File: config.mk
export PLATFORM = sky130hd
export DESIGN_NAME = instr_fetch_ctrl_flat
export DESIGN_NICKNAME = d
export VERILOG_FILES = /design/src/rtl/instr_fetch_ctrl_if.sv /design/src/rtl/instr_fetch_ctrl.sv /design/src/flat_wrapper.sv
export SDC_FILE = /design/constraint.sdc
export NUM_CORES = 1
export LEC_CHECK = 0
export ABC_AREA = 1
export CAP_MARGIN = 20
export CORE_UTILIZATION = 52
export CTS_BUF_LIST = sky130_fd_sc_hd__clkbuf_8
export DETAILED_ROUTE_END_ITERATION = 16
export PLACE_DENSITY = 0.83
export SLEW_MARGIN = 30
export SYNTH_ARGS = -nofsm -noshare
export SYNTH_HDL_FRONTEND = slang
export SYNTH_SLANG_ARGS = --single-unit
File: constraint.sdc
create_clock -name clk -period 5.6 [get_ports clk]
set_input_delay 0.84 -clock clk [delete_from_list [all_inputs] [get_ports clk]]
set_output_delay 0.84 -clock clk [all_outputs]
set_load 0.005 [all_outputs]
File: src/rtl/instr_fetch_ctrl_if.sv
// Bus between the fetch controller, the instruction ROM, execute redirects and decode.
// Decode handshake: a head entry transfers on a rising edge where out_valid and out_ready are both high.
interface instr_fetch_ctrl_if #(
    parameter int DATA_WIDTH    = 32,
    parameter int ADDRESS_WIDTH = 32
);
    logic [ADDRESS_WIDTH-1:0] imem_A;
    logic [DATA_WIDTH-1:0]    imem_RD;
    logic                     redirect_valid;
    logic [ADDRESS_WIDTH-1:0] redirect_pc;
    logic                     halt;
    logic                     out_valid;
    logic                     out_ready;
    logic [DATA_WIDTH-1:0]    out_instr;
    logic [ADDRESS_WIDTH-1:0] out_pc;
    logic [ADDRESS_WIDTH-1:0] out_pc_plus4;
    logic                     fetching;

    modport master (
        output imem_A,
        input  imem_RD,
        input  redirect_valid,
        input  redirect_pc,
        input  halt,
        output out_valid,
        input  out_ready,
        output out_instr,
        output out_pc,
        output out_pc_plus4,
        output fetching
    );

    modport slave (
        input  imem_A,
        output imem_RD,
        output redirect_valid,
        output redirect_pc,
        output halt,
        input  out_valid,
        output out_ready,
        input  out_instr,
        input  out_pc,
        input  out_pc_plus4,
        input  fetching
    );
endinterface

File: src/rtl/instr_fetch_ctrl.sv
// Fetch controller: owns the fetch PC, reads the combinational ROM and buffers
// {instr, pc} pairs in a small queue presented to decode.
module instr_fetch_ctrl #(
    parameter int                 DATA_WIDTH    = 32,
    parameter int                 ADDRESS_WIDTH = 32,
    parameter logic [ADDRESS_WIDTH-1:0] RESET_PC = 32'hBFC00000,
    parameter int                 QUEUE_DEPTH   = 2
) (
    input  logic                 clk,
    input  logic                 rst_n,
    instr_fetch_ctrl_if.master   bus
);
    localparam int PTR_W = $clog2(QUEUE_DEPTH);
    localparam int CNT_W = PTR_W + 1;
    localparam logic [CNT_W-1:0] DEPTH_C = CNT_W'(QUEUE_DEPTH);

    typedef enum logic {S_RUN = 1'b0, S_HALTED = 1'b1} state_t;

    state_t                   r_state;
    state_t                   w_next_state;
    logic                     w_fetching;

    logic [ADDRESS_WIDTH-1:0] r_fetch_pc;
    logic [DATA_WIDTH-1:0]    r_q_instr [QUEUE_DEPTH];
    logic [ADDRESS_WIDTH-1:0] r_q_pc    [QUEUE_DEPTH];
    logic [PTR_W-1:0]         r_wr_ptr;
    logic [PTR_W-1:0]         r_rd_ptr;
    logic [CNT_W-1:0]         r_count;

    logic                     w_out_valid;
    logic                     w_pop;
    logic                     w_push;

    assign w_out_valid = (r_count != '0);
    assign w_pop       = w_out_valid & bus.out_ready;
    // A full queue may still accept a push when the head leaves in the same cycle.
    assign w_push      = (r_state == S_RUN) & ~bus.halt & ~bus.redirect_valid
                         & ((r_count < DEPTH_C) | w_pop);

    always_ff @(posedge clk) begin
        if (!rst_n) begin
            r_state <= S_RUN;
        end else begin
            r_state <= w_next_state;
        end
    end

    always_comb begin
        w_next_state = r_state;
        case (r_state)
            S_RUN:    if (bus.halt && !bus.redirect_valid) w_next_state = S_HALTED;
            S_HALTED: if (!bus.halt) w_next_state = S_RUN;
            default:  w_next_state = S_RUN;
        endcase
    end

    always_comb begin
        w_fetching = (r_state == S_RUN);
    end

    always_ff @(posedge clk) begin
        if (!rst_n) begin
            r_fetch_pc <= RESET_PC;
            r_wr_ptr   <= '0;
            r_rd_ptr   <= '0;
            r_count    <= '0;
        end else if (bus.redirect_valid) begin
            r_fetch_pc <= {bus.redirect_pc[ADDRESS_WIDTH-1:2], 2'b00};
            r_wr_ptr   <= '0;
            r_rd_ptr   <= '0;
            r_count    <= '0;
        end else begin
            if (w_push) begin
                r_fetch_pc <= r_fetch_pc + ADDRESS_WIDTH'(4);
                r_wr_ptr   <= r_wr_ptr + PTR_W'(1);
            end
            if (w_pop) begin
                r_rd_ptr <= r_rd_ptr + PTR_W'(1);
            end
            if (w_push && !w_pop) begin
                r_count <= r_count + CNT_W'(1);
            end else if (w_pop && !w_push) begin
                r_count <= r_count - CNT_W'(1);
            end
        end
    end

    // Storage needs no reset: entries are only visible through r_count.
    always_ff @(posedge clk) begin
        if (w_push) begin
            r_q_instr[r_wr_ptr] <= bus.imem_RD;
            r_q_pc[r_wr_ptr]    <= r_fetch_pc;
        end
    end

    assign bus.imem_A       = r_fetch_pc;
    assign bus.out_valid    = w_out_valid;
    assign bus.out_instr    = w_out_valid ? r_q_instr[r_rd_ptr] : '0;
    assign bus.out_pc       = w_out_valid ? r_q_pc[r_rd_ptr] : '0;
    assign bus.out_pc_plus4 = w_out_valid ? (r_q_pc[r_rd_ptr] + ADDRESS_WIDTH'(4)) : '0;
    assign bus.fetching     = w_fetching;
endmodule

File: src/flat_wrapper.sv
// flat-port wrapper written by rule: the top's interface ports become plain ports
module instr_fetch_ctrl_flat 
#(
    parameter int                 DATA_WIDTH    = 32,
    parameter int                 ADDRESS_WIDTH = 32,
    parameter logic [ADDRESS_WIDTH-1:0] RESET_PC = 32'hBFC00000,
    parameter int                 QUEUE_DEPTH   = 2
)
  (clk, rst_n, bus_imem_A, bus_imem_RD, bus_redirect_valid, bus_redirect_pc, bus_halt, bus_out_valid, bus_out_ready, bus_out_instr, bus_out_pc, bus_out_pc_plus4, bus_fetching);
  instr_fetch_ctrl_if #(.DATA_WIDTH(DATA_WIDTH), .ADDRESS_WIDTH(ADDRESS_WIDTH)) bus_i ();
  input  logic clk;
  input  logic rst_n;
  output wire logic [$bits(bus_i.imem_A)-1:0] bus_imem_A;
  input wire logic [$bits(bus_i.imem_RD)-1:0] bus_imem_RD;
  input wire logic [$bits(bus_i.redirect_valid)-1:0] bus_redirect_valid;
  input wire logic [$bits(bus_i.redirect_pc)-1:0] bus_redirect_pc;
  input wire logic [$bits(bus_i.halt)-1:0] bus_halt;
  output wire logic [$bits(bus_i.out_valid)-1:0] bus_out_valid;
  input wire logic [$bits(bus_i.out_ready)-1:0] bus_out_ready;
  output wire logic [$bits(bus_i.out_instr)-1:0] bus_out_instr;
  output wire logic [$bits(bus_i.out_pc)-1:0] bus_out_pc;
  output wire logic [$bits(bus_i.out_pc_plus4)-1:0] bus_out_pc_plus4;
  output wire logic [$bits(bus_i.fetching)-1:0] bus_fetching;
  assign bus_imem_A = bus_i.imem_A;
  assign bus_i.imem_RD = bus_imem_RD;
  assign bus_i.redirect_valid = bus_redirect_valid;
  assign bus_i.redirect_pc = bus_redirect_pc;
  assign bus_i.halt = bus_halt;
  assign bus_out_valid = bus_i.out_valid;
  assign bus_i.out_ready = bus_out_ready;
  assign bus_out_instr = bus_i.out_instr;
  assign bus_out_pc = bus_i.out_pc;
  assign bus_out_pc_plus4 = bus_i.out_pc_plus4;
  assign bus_fetching = bus_i.fetching;
  instr_fetch_ctrl #(.DATA_WIDTH(DATA_WIDTH), .ADDRESS_WIDTH(ADDRESS_WIDTH), .RESET_PC(RESET_PC), .QUEUE_DEPTH(QUEUE_DEPTH)) u_core (.clk(clk), .rst_n(rst_n), .bus(bus_i));
endmodule
==> results.ini <==
[outcome]
status=finished clean

[sta]
min_period_over_period_pct=78.14
fmax_mhz=228.5
hold_viol=0
max_slew.worst_pin.slew_ps=868.4
rsz0062_at_grt=false
final.min_clock_period_ps=4376
setup_viol=0
slew_headroom_pct=42.11
finalMaxSlewViolations=0
fin_worst_skew_ps=10.16
setup_tns_ps=0

[logic_synthesis]
syn-cell-area_um2=8312
async_reset_ff_share_pct=0
synth-main-ff-cell=edfxtp_1
yosys.cell_types.count=37
yosysWarnings=0
ys_seq_area_share_pct=53.47
syn_avg_cell_area_um2=8.189
syn_inst=1015
yosys_register_bits=160
synth_edf_count=124

[flow_run]
cap_viol_max_count=0

[worst_setup_path]
critPathKind=reg2out
critical_path.cell_chain=buf_4 > nand2_1 > nand2_2 > nand3_1 > nor3_1 > nand2_1 > nand2_1 > nand2_1 > nor2_1 > clkdlybuf4s50_1
start_kind=register
r2r-end=u_core.bus.imem_A[22]
cp_common_cell=nand2_1
worstPathArrival_ps=3540
cp-end-kind=output port
critPathMaxStageDelay_ps=900
r2r-start=u_core.r_count[1]
rrSetupSlack_ps=3340
r2r_cells=6
cp_data_required_time_ps=4760
path_max_fanout=41
worst_path_max_delay_cell=dfxtp_2

[hold_path]
whs_path_depth=2
min_from=u_core.r_rd_ptr
hold_path.class=reg2reg

[floorplan]
coreArea_um2=15430
rows=45
die-height_um=128.4
pin_count=199
fp.dieW_um=128.4
initial_core_util_pct=53.88
die_area_um2=16490

[pwr]
powerDensity_nw_per_um2=246.3
ir_drop_uv=138.3
power_mw=2.647
total_leakage_power_nw=4.175

[clocking]
tritoncts=yes
clock_latency_ps=450
cts_buffers=17
cts_buffer_depth=2
cts_hold_buf=0
clk_pin_slew_ps=90
cts-resized-gates=0
cts.htree.levels=4
postCtsSetupBuffers=0
clockRootBuffer=clkbuf_8
cts_num_sinks=160

[grt]
grt_pass1_vias=6815
grt_usage_pct=26.32
gr-total-overflow=0
antenna_found_initial=0
grt_max_degree=71
grt_pass1_wl_um=33320

[finish]
finalNonFillerCells=1419
drive_above_1_share_pct=7.533
syn_to_final_growth_pct=29.29
fin_nets=1267
diodes=0

[routing]
viasPerCell=5.259
first_pass_iters=5
drtIter0Drc=629
num_vias=7463
wl_um=21360
wl_per_cell_um=15.05
drc=0
ant_nets=0

[place]
portBuffers=190
post-dp-hpwl_um=15180
gp_congestion=0.9359
dp_cells=1387

==> cell usage after synthesis, types with 3 or more instances <==
library cell	n	area, um2
ha_1	3	37.54
nor3_1	15	75.07
nor2_2	9	56.30
edfxtp_1	124	3724
nor2_4	6	67.56
buf_4	9	67.56
nand3_1	49	245.2
clkbuf_1	12	45.04
buf_2	11	55.05
o21ai_0	24	120.1
a31oi_1	8	50.05
inv_1	83	311.6
nor2_1	119	446.7
a21oi_1	67	335.3
nor3b_1	4	30.03
buf_1	5	18.77
nand2_2	25	156.4
dfxtp_1	36	720.7
buf_6	4	45.04
nand2_1	353	1325
a22oi_1	12	90.09
nand4_1	6	37.54
or2_2	3	18.77
xor2_1	11	96.34
==> kinds of logic (layout without fill, tap and decap cells) <==
family,after synthesis,in the layout,share of synthesized area (%)
AO/OA/AOI/OAI,116,116,7.692
XOR/XNOR,13,13,1.370
adder cells (fa/ha/maj),3,3,0.4517
buffers and inverters,128,316,6.804
flip-flops,160,160,53.47
other,1,6,0.04512
AND/OR/NAND/NOR,594,594,30.17
==> registers in the layout, summed over array words and instances (netlist names), named ones only <==
| register | cells |
|---|---|
| u_core.r_state | 1 |
| u_core.r_q_pc | 60 |
| u_core.r_rd_ptr | 1 |
| u_core.bus.imem_A | 30 |
| u_core.r_count | 2 |
| u_core.r_wr_ptr | 1 |
| u_core.r_q_instr | 64 |
==> routing by layer <==
| layer | wire length, um | part of all wire [%] | up-vias | GRT usage, % |
|---|---|---|---|---|
| met5 | 0 | 0 | - | 0 |
| met4 | 388 | 1.8 | 0 | 9.689 |
| met3 | 1615 | 7.6 | 32 | 4.449 |
| met2 | 10230 | 48 | 348 | 43.24 |
| met1 | 9125 | 43 | 3422 | 35.18 |
| li1 | - | - | 3661 | - |
==> placed cells by master (no fill, tap or decap), types with 2 or more instances in the layout <==
master	synthesis	final
nand2_1	353	353
clkdlybuf4s50_1	0	190
edfxtp_1	124	124
nor2_1	119	116
inv_1	83	83
a21oi_1	67	67
nand3_1	49	49
dfxtp_1	36	35
nand2_2	25	25
o21ai_0	24	24
clkbuf_8	0	17
nor3_1	15	15
a22oi_1	12	12
xor2_1	11	11
nor2_4	6	9
nor2_2	9	9
a31oi_1	8	8
buf_4	9	7
nand4_1	6	6
conb_1	1	6
inv_6	0	5
inv_8	1	4
nor3b_1	4	4
or2_2	3	3
ha_1	3	3
inv_2	2	2
clkinv_1	1	2
and3_1	2	2
xnor2_1	2	2
o211ai_1	2	2
bufinv_16	0	2
clkinv_4	0	2
==> worst max-delay path: cells and delay by family, from the launching register on <==
family	cells	cell delay [ps]
simple gates	8	1230
flops	1	900
buf+inv	2	950
==> metrics by stage <==
step / instance area [um2] / hold WS, ps / setup slack [ps] / util [%]
global placement: 10340 / 511.6 / 1745 / 67.03
floorplan: 8330 / 491.4 / 1188 / -
global route: 10750 / 574.9 / 937.8 / 69.66
CTS: 10750 / 552.6 / 1223 / 69.66
finish: 10750 / 552.9 / 1224 / 69.66
detailed placement: 10340 / 509.1 / 1717 / 67.03
==> area by class of cell <==
cell class	count	area, um2
Fill cell	1218	4681
Sequential cell	160	4446
Multi-Input combinational cell	732	3343
Timing Repair Buffer	197	1954
Inverter	87	334.1
Tap cell	211	264.0
Clock buffer	17	234.0
Clock inverter	15	171.4
==> report_power, final <==
group	internal [mW]	leakage (nW)	total, mW	switching [mW]
clock network	0.411	0.205	0.865	0.454
logic	0.200	2.55	0.407	0.207
registers	1.33	1.42	1.38	0.0492
total	1.94	4.17	2.65	0.710
==> worst max-delay path by stage <==
stage,start,end,slack (ps)
final,register,bus_out_pc_plus4[26],1220
after global routing,register,bus_out_pc_plus4[31],940
after CTS,register,bus_out_pc_plus4[31],1220
after detailed placement,register,bus_out_pc_plus4[31],1720
after global placement,register,bus_out_pc_plus4[31],1740
after floorplan,bus_redirect_valid,u_core.r_q_instr[1][0],1190
Note: power is estimated with default switching activity, not from simulation.
